[config.mk]
export PLATFORM = sky130hd
export DESIGN_NAME = alu_pipe
export DESIGN_NICKNAME = d
export VERILOG_FILES = /design/src/rtl/alu_pkg.sv /design/src/rtl/alu_core.sv /design/src/rtl/alu_pipe.sv
export SDC_FILE = /design/constraint.sdc
export NUM_CORES = 1
export LEC_CHECK = 0
export ABC_AREA = 1
export CORE_MARGIN = 3
export CORE_UTILIZATION = 45
export CTS_CLUSTER_DIAMETER = 60
export CTS_CLUSTER_SIZE = 20
export DETAILED_ROUTE_END_ITERATION = 6
export GPL_ROUTABILITY_DRIVEN = 0
export MAX_ROUTING_LAYER = met4
export PLACE_DENSITY = 0.75
export RECOVER_POWER = 100
export SLEW_MARGIN = 0
export SYNTH_ARGS = -nofsm -noshare
export SYNTH_HDL_FRONTEND = slang
export SYNTH_SLANG_ARGS = --single-unit
export TNS_END_PERCENT = 50
[constraint.sdc]
create_clock -name i_clk -period 2.2 [get_ports i_clk]
set_input_delay 0.44 -clock i_clk [delete_from_list [all_inputs] [get_ports i_clk]]
set_output_delay 0.44 -clock i_clk [all_outputs]
set_load 0.02 [all_outputs]
[src/rtl/alu_pkg.sv]
// rtl/alu_pkg.sv - opcode constants and status flag bundle shared by the ALU pipeline and benches
package alu_pkg;

  localparam int OP_W = 6;

  localparam logic [OP_W-1:0] OP_SLL  = 6'b000000;
  localparam logic [OP_W-1:0] OP_SRL  = 6'b000010;
  localparam logic [OP_W-1:0] OP_SRA  = 6'b000011;
  localparam logic [OP_W-1:0] OP_ADD  = 6'b100000;
  localparam logic [OP_W-1:0] OP_SUB  = 6'b100010;
  localparam logic [OP_W-1:0] OP_AND  = 6'b100100;
  localparam logic [OP_W-1:0] OP_OR   = 6'b100101;
  localparam logic [OP_W-1:0] OP_XOR  = 6'b100110;
  localparam logic [OP_W-1:0] OP_NOR  = 6'b100111;
  localparam logic [OP_W-1:0] OP_SLT  = 6'b101010;
  localparam logic [OP_W-1:0] OP_SLTU = 6'b101011;

  typedef struct packed {
    logic zero;
    logic neg;
    logic carry;
    logic overflow;
    logic illegal;
  } alu_flags_t;

endpackage

[src/rtl/alu_core.sv]
// rtl/alu_core.sv - combinational ALU: result and status flags for one operation
module alu_core
  import alu_pkg::*;
#(
  parameter int NB_DATA = 8,
  parameter int NB_OP   = 6
) (
  input  logic [NB_DATA-1:0] a,
  input  logic [NB_DATA-1:0] b,
  input  logic [NB_OP-1:0]   op,
  output logic [NB_DATA-1:0] result,
  output alu_flags_t         flags
);

  localparam int MSB = NB_DATA - 1;
  localparam logic [NB_DATA-1:0] SHIFT_LIMIT = NB_DATA'(NB_DATA);

  logic [NB_DATA:0] sum;
  logic [NB_DATA:0] diff;
  logic             big_shift;

  always_comb begin
    sum       = {1'b0, a} + {1'b0, b};
    diff      = {1'b0, a} - {1'b0, b};
    big_shift = (b >= SHIFT_LIMIT);
    result    = '0;
    flags     = '0;
    case (op)
      NB_OP'(OP_ADD): begin
        result         = sum[NB_DATA-1:0];
        flags.carry    = sum[NB_DATA];
        flags.overflow = (a[MSB] == b[MSB]) && (sum[MSB] != a[MSB]);
      end
      // diff's top bit is the borrow out of the unsigned subtraction
      NB_OP'(OP_SUB): begin
        result         = diff[NB_DATA-1:0];
        flags.carry    = diff[NB_DATA];
        flags.overflow = (a[MSB] != b[MSB]) && (diff[MSB] != a[MSB]);
      end
      NB_OP'(OP_AND):  result = a & b;
      NB_OP'(OP_OR):   result = a | b;
      NB_OP'(OP_XOR):  result = a ^ b;
      NB_OP'(OP_NOR):  result = ~(a | b);
      NB_OP'(OP_SRA):  result = big_shift ? {NB_DATA{a[MSB]}} : NB_DATA'($signed(a) >>> b);
      NB_OP'(OP_SRL):  result = big_shift ? '0 : (a >> b);
      NB_OP'(OP_SLL):  result = big_shift ? '0 : (a << b);
      NB_OP'(OP_SLT):  result = {{(NB_DATA-1){1'b0}}, ($signed(a) < $signed(b))};
      NB_OP'(OP_SLTU): result = {{(NB_DATA-1){1'b0}}, (a < b)};
      default:         flags.illegal = 1'b1;
    endcase
    if (!flags.illegal) begin
      flags.zero = (result == '0);
      flags.neg  = result[MSB];
    end
  end

endmodule

[src/rtl/alu_pipe.sv]
// rtl/alu_pipe.sv - two-stage valid/ready ALU pipeline (operand stage, result stage)
module alu_pipe
  import alu_pkg::*;
#(
  parameter int NB_DATA = 8,
  parameter int NB_OP   = 6
) (
  input  logic               i_clk,
  input  logic               i_reset,
  input  logic               i_valid,
  output logic               o_ready,
  input  logic [NB_DATA-1:0] i_data_a,
  input  logic [NB_DATA-1:0] i_data_b,
  input  logic [NB_OP-1:0]   i_op,
  output logic               o_valid,
  input  logic               i_ready,
  output logic [NB_DATA-1:0] o_result,
  output logic               o_zero,
  output logic               o_neg,
  output logic               o_carry,
  output logic               o_overflow,
  output logic               o_illegal
);

  logic               s1_valid;
  logic [NB_DATA-1:0] s1_a;
  logic [NB_DATA-1:0] s1_b;
  logic [NB_OP-1:0]   s1_op;

  logic               s2_valid;
  logic [NB_DATA-1:0] s2_result;
  alu_flags_t         s2_flags;

  logic [NB_DATA-1:0] core_result;
  alu_flags_t         core_flags;
  logic               s2_load;
  logic               s1_load;

  // A stage may load when it is empty or its contents leave in the same cycle
  assign s2_load = !s2_valid || i_ready;
  assign s1_load = !s1_valid || s2_load;
  assign o_ready = !i_reset && s1_load;

  alu_core #(
    .NB_DATA(NB_DATA),
    .NB_OP  (NB_OP)
  ) u_core (
    .a     (s1_a),
    .b     (s1_b),
    .op    (s1_op),
    .result(core_result),
    .flags (core_flags)
  );

  always_ff @(posedge i_clk) begin
    if (i_reset) begin
      s1_valid  <= 1'b0;
      s1_a      <= '0;
      s1_b      <= '0;
      s1_op     <= '0;
      s2_valid  <= 1'b0;
      s2_result <= '0;
      s2_flags  <= '0;
    end else begin
      if (s1_load) begin
        s1_valid <= i_valid;
        if (i_valid) begin
          s1_a  <= i_data_a;
          s1_b  <= i_data_b;
          s1_op <= i_op;
        end
      end
      if (s2_load) begin
        s2_valid <= s1_valid;
        if (s1_valid) begin
          s2_result <= core_result;
          s2_flags  <= core_flags;
        end
      end
    end
  end

  assign o_valid    = s2_valid;
  assign o_result   = s2_result;
  assign o_zero     = s2_flags.zero;
  assign o_neg      = s2_flags.neg;
  assign o_carry    = s2_flags.carry;
  assign o_overflow = s2_flags.overflow;
  assign o_illegal  = s2_flags.illegal;

endmodule

==> reports/summary.txt <==
Pwr dens: 479 nW/um^2
CP Buf/Inv Count: 2
Max-Cap Viols: 0
CP Launch Type: register
Initial antenna violation count: 0
Clock share of power: 0.224
Antenna diode count: 0
RSZ-0062 raised after global routing: true
Peak Freq: 0.464 GHz
First-pass GRT wire length: 17.7 mm
Register area: 756 um^2
Routed WL per cell: 14.9 um
Outcome: completed
Die width: 94.0 um
CTS clock-pin slew for the worst setup and hold paths: 90 ps
NetSw: 0.855 mW
# nets final: 688
Via count: 4,145
ANT nets after route: 0
GRT Overall Usage: 0.256
Port bufs: 40
Vias/cell: 5.63
# hold bufs at CTS: 0
Slowest CP cell: dfxtp_4
FP Rows: 31
# H-tree levels: 2
Flop pwr share: 0.348
Detail Placement HPWL: 8.42 mm
Synth-to-layout area growth: 29.9%
Worst vdd ir: 0.547 mV
Initial DRC Count: 409
Worst path top cell family by delay: simple AND/OR/NAND/NOR gates
Worst-skew pair later-pin latency: 300 ps
Area leader, netlist: dfxtp_1
Syn nets: 615
Layout cells sized above 1: 0.214
Worst path required time: 2440 ps
YS warnings: 0
WS Path Type: reg -> reg
Critical Path End Type: register
Final worst path period need: 2150 ps
Num CTS Buffers: 5
Synth cell types: 42
Critical path, cell by cell: inv_2 > ha_4 > fa_2 > inv_2 > nand3_2 > nand2_2 > nand2_1 > nand3_2 > nand3_2 > nor2_2 > nand2_1 > nor2_1 > nand2_1 > nor2_1 > nand3_1 > a21oi_2
Worst slew margin: 0.632
Primary FF master, synth: dfxtp_1
Period utilisation layout: 0.979
TritonCTS clock tree: done
Clk_skew: 11.2 ps
Number of synthesized flops with an enable pin: 0
Clock sinks: 37
Die Span Y: 94.0 um
Vias in the first global route: 3,839
Register area share after synthesis: 0.213
Lkg Pwr: 2.12 nW
Total congestion overflow: 0
Worst slew pin tran: 548 ps
Crit Path Max Fanout: 3
Hold slack: 476 ps
Post-synthesis cell area: 3480 um^2
Worst hold-check path type: reg -> reg
Async SR Flop Fraction: 0
Arr. time, crit path: 2390 ps
CP peak stage delay: 380 ps
DP Worst Slack: -46.6 ps
Post-synthesis register bit count: 37
Top cells by area, synth: dfxtp_1 21%, nand2_1 13%, nand3_1 10%, ha_1 8.6%, a21oi_1 7.0%
CTS Root Cell: clkbuf_8
Fillers: 685
Core Footprint: 7370 um^2
Final setup fails: 0
Worst Setup Slack, final: 46.2 ps
CTS max path bufs: 2
Largest net degree at the start of global routing: 45
Sw frac: 0.394
Internal: 1.31 mW
Logic gate share of total power: 0.429
Number of remaining DRC errors: 0
Initial Util: 0.473
Die area: 8830 um^2
Total wire length: 11.0 mm
IO Pins: 41
Syn Inst Count: 563
Slew Viols, Final: 0
Multi-input gate area in the final layout: 2540 um^2
Count of final hold-check violations: 0
Area share of the largest cell type after synthesis: 0.213
TritonRoute pass-1 iters: 5
Avg Cell Area, Syn: 6.19 um^2
[layout make-up]
cell class,count,area share
multi-input cells,439,0.562
repair buffers,86,0.169
clock buffers,5,0.0152
flip-flops and latches,37,0.167
well taps,99,0.0274
inverters,67,0.0561
clock inverters,3,0.00387
[kinds of logic (layout without fill, tap and decap cells)]
group	after synthesis	in the layout	synth area share
AND/OR/NAND/NOR	289	289	0.384
AO/OA/AOI/OAI	119	119	0.189
buffers and inverters	87	161	0.102
flip-flops	37	37	0.213
adder cells (fa/ha/maj)	26	26	0.0977
XOR/XNOR	3	3	0.00754
multiplexers	2	2	0.00611
[cell usage after synthesis, drive strengths merged, types with 3 or more instances]
library cell,instances
dfxtp,37
ha,24
nand4,11
nor2,58
o21ai,53
o211ai,8
nand3,78
clkbuf,10
buf,10
or2,3
nand2,131
xor2,3
a21oi,51
nor3,6
inv,66
[worst paths after layout]
kind / from / to / slack, ps / cells past startpoint
max reg2reg: s1_a[0] / o_zero / 50 / 16
max: s1_a[0] / o_zero / 50 / 16
min reg2reg: o_result[7] / o_result[7] / 480 / 2
min: o_result[7] / o_result[7] / 480 / 2
[flip-flops by register name, summed over array words and instances, names as in the netlist]
| name | flops |
|---|---|
| o_carry | 1 |
| o_illegal | 1 |
| o_neg | 1 |
| o_overflow | 1 |
| o_result | 8 |
| o_valid | 1 |
| o_zero | 1 |
| s1_a | 8 |
| s1_b | 8 |
| s1_op | 6 |
| s1_valid | 1 |
[what timing repair did]
action	CTS	global route
endpoints found under the setup margin	2	10
setup buffers	0	8
endpoints found under the hold margin	0	0
pin swaps	1	13
resized for setup	7	41
[placed cells by master, fill, tap and decap left out, types with 20 or more instances in the layout]
master             n
nand3_1           69
a21oi_1           47
inv_1             45
nor2_1            48
inv_2             20
nand2_1          122
clkdlybuf4s50_1   25
o21ai_0           36
buf_4             42
dfxtp_1           29
[metal layers]
metal	track usage	wire, um	vias to the layer above
met5	-	0	-
met4	0.0987	391	0
met3	0.0393	904	46
met2	0.405	4990	220
met1	0.328	4710	1859
li1	-	-	2020
[power by group through the flow]
stage	combinational, mW	clock [mW]	sequential (mW)
floorplan	0.519	0	0.786
global placement	0.832	0	0.763
detailed placement	0.848	0	0.766
CTS	0.857	0.488	0.751
global route	1.02	0.522	0.760
finish	0.931	0.485	0.754
[tightest hold or removal path, stage by stage (launching register included)]
cell     delay, ps
dfxtp_1        310
nand2_1         60
a21oi_1         60
[stage by stage]
step	cell area, um^2	std cells	util	TNS (ps)	total power, mW
floorplan	3480	563	-	0	1.31
global placement	4220	720	0.572	0	1.60
detailed placement	4220	720	0.572	-46.6	1.61
CTS	4320	728	0.586	0	2.10
global route	4530	736	0.614	-83.4	2.30
finish	4530	736	0.614	0	2.17
Power figures use the tool's default switching activity.
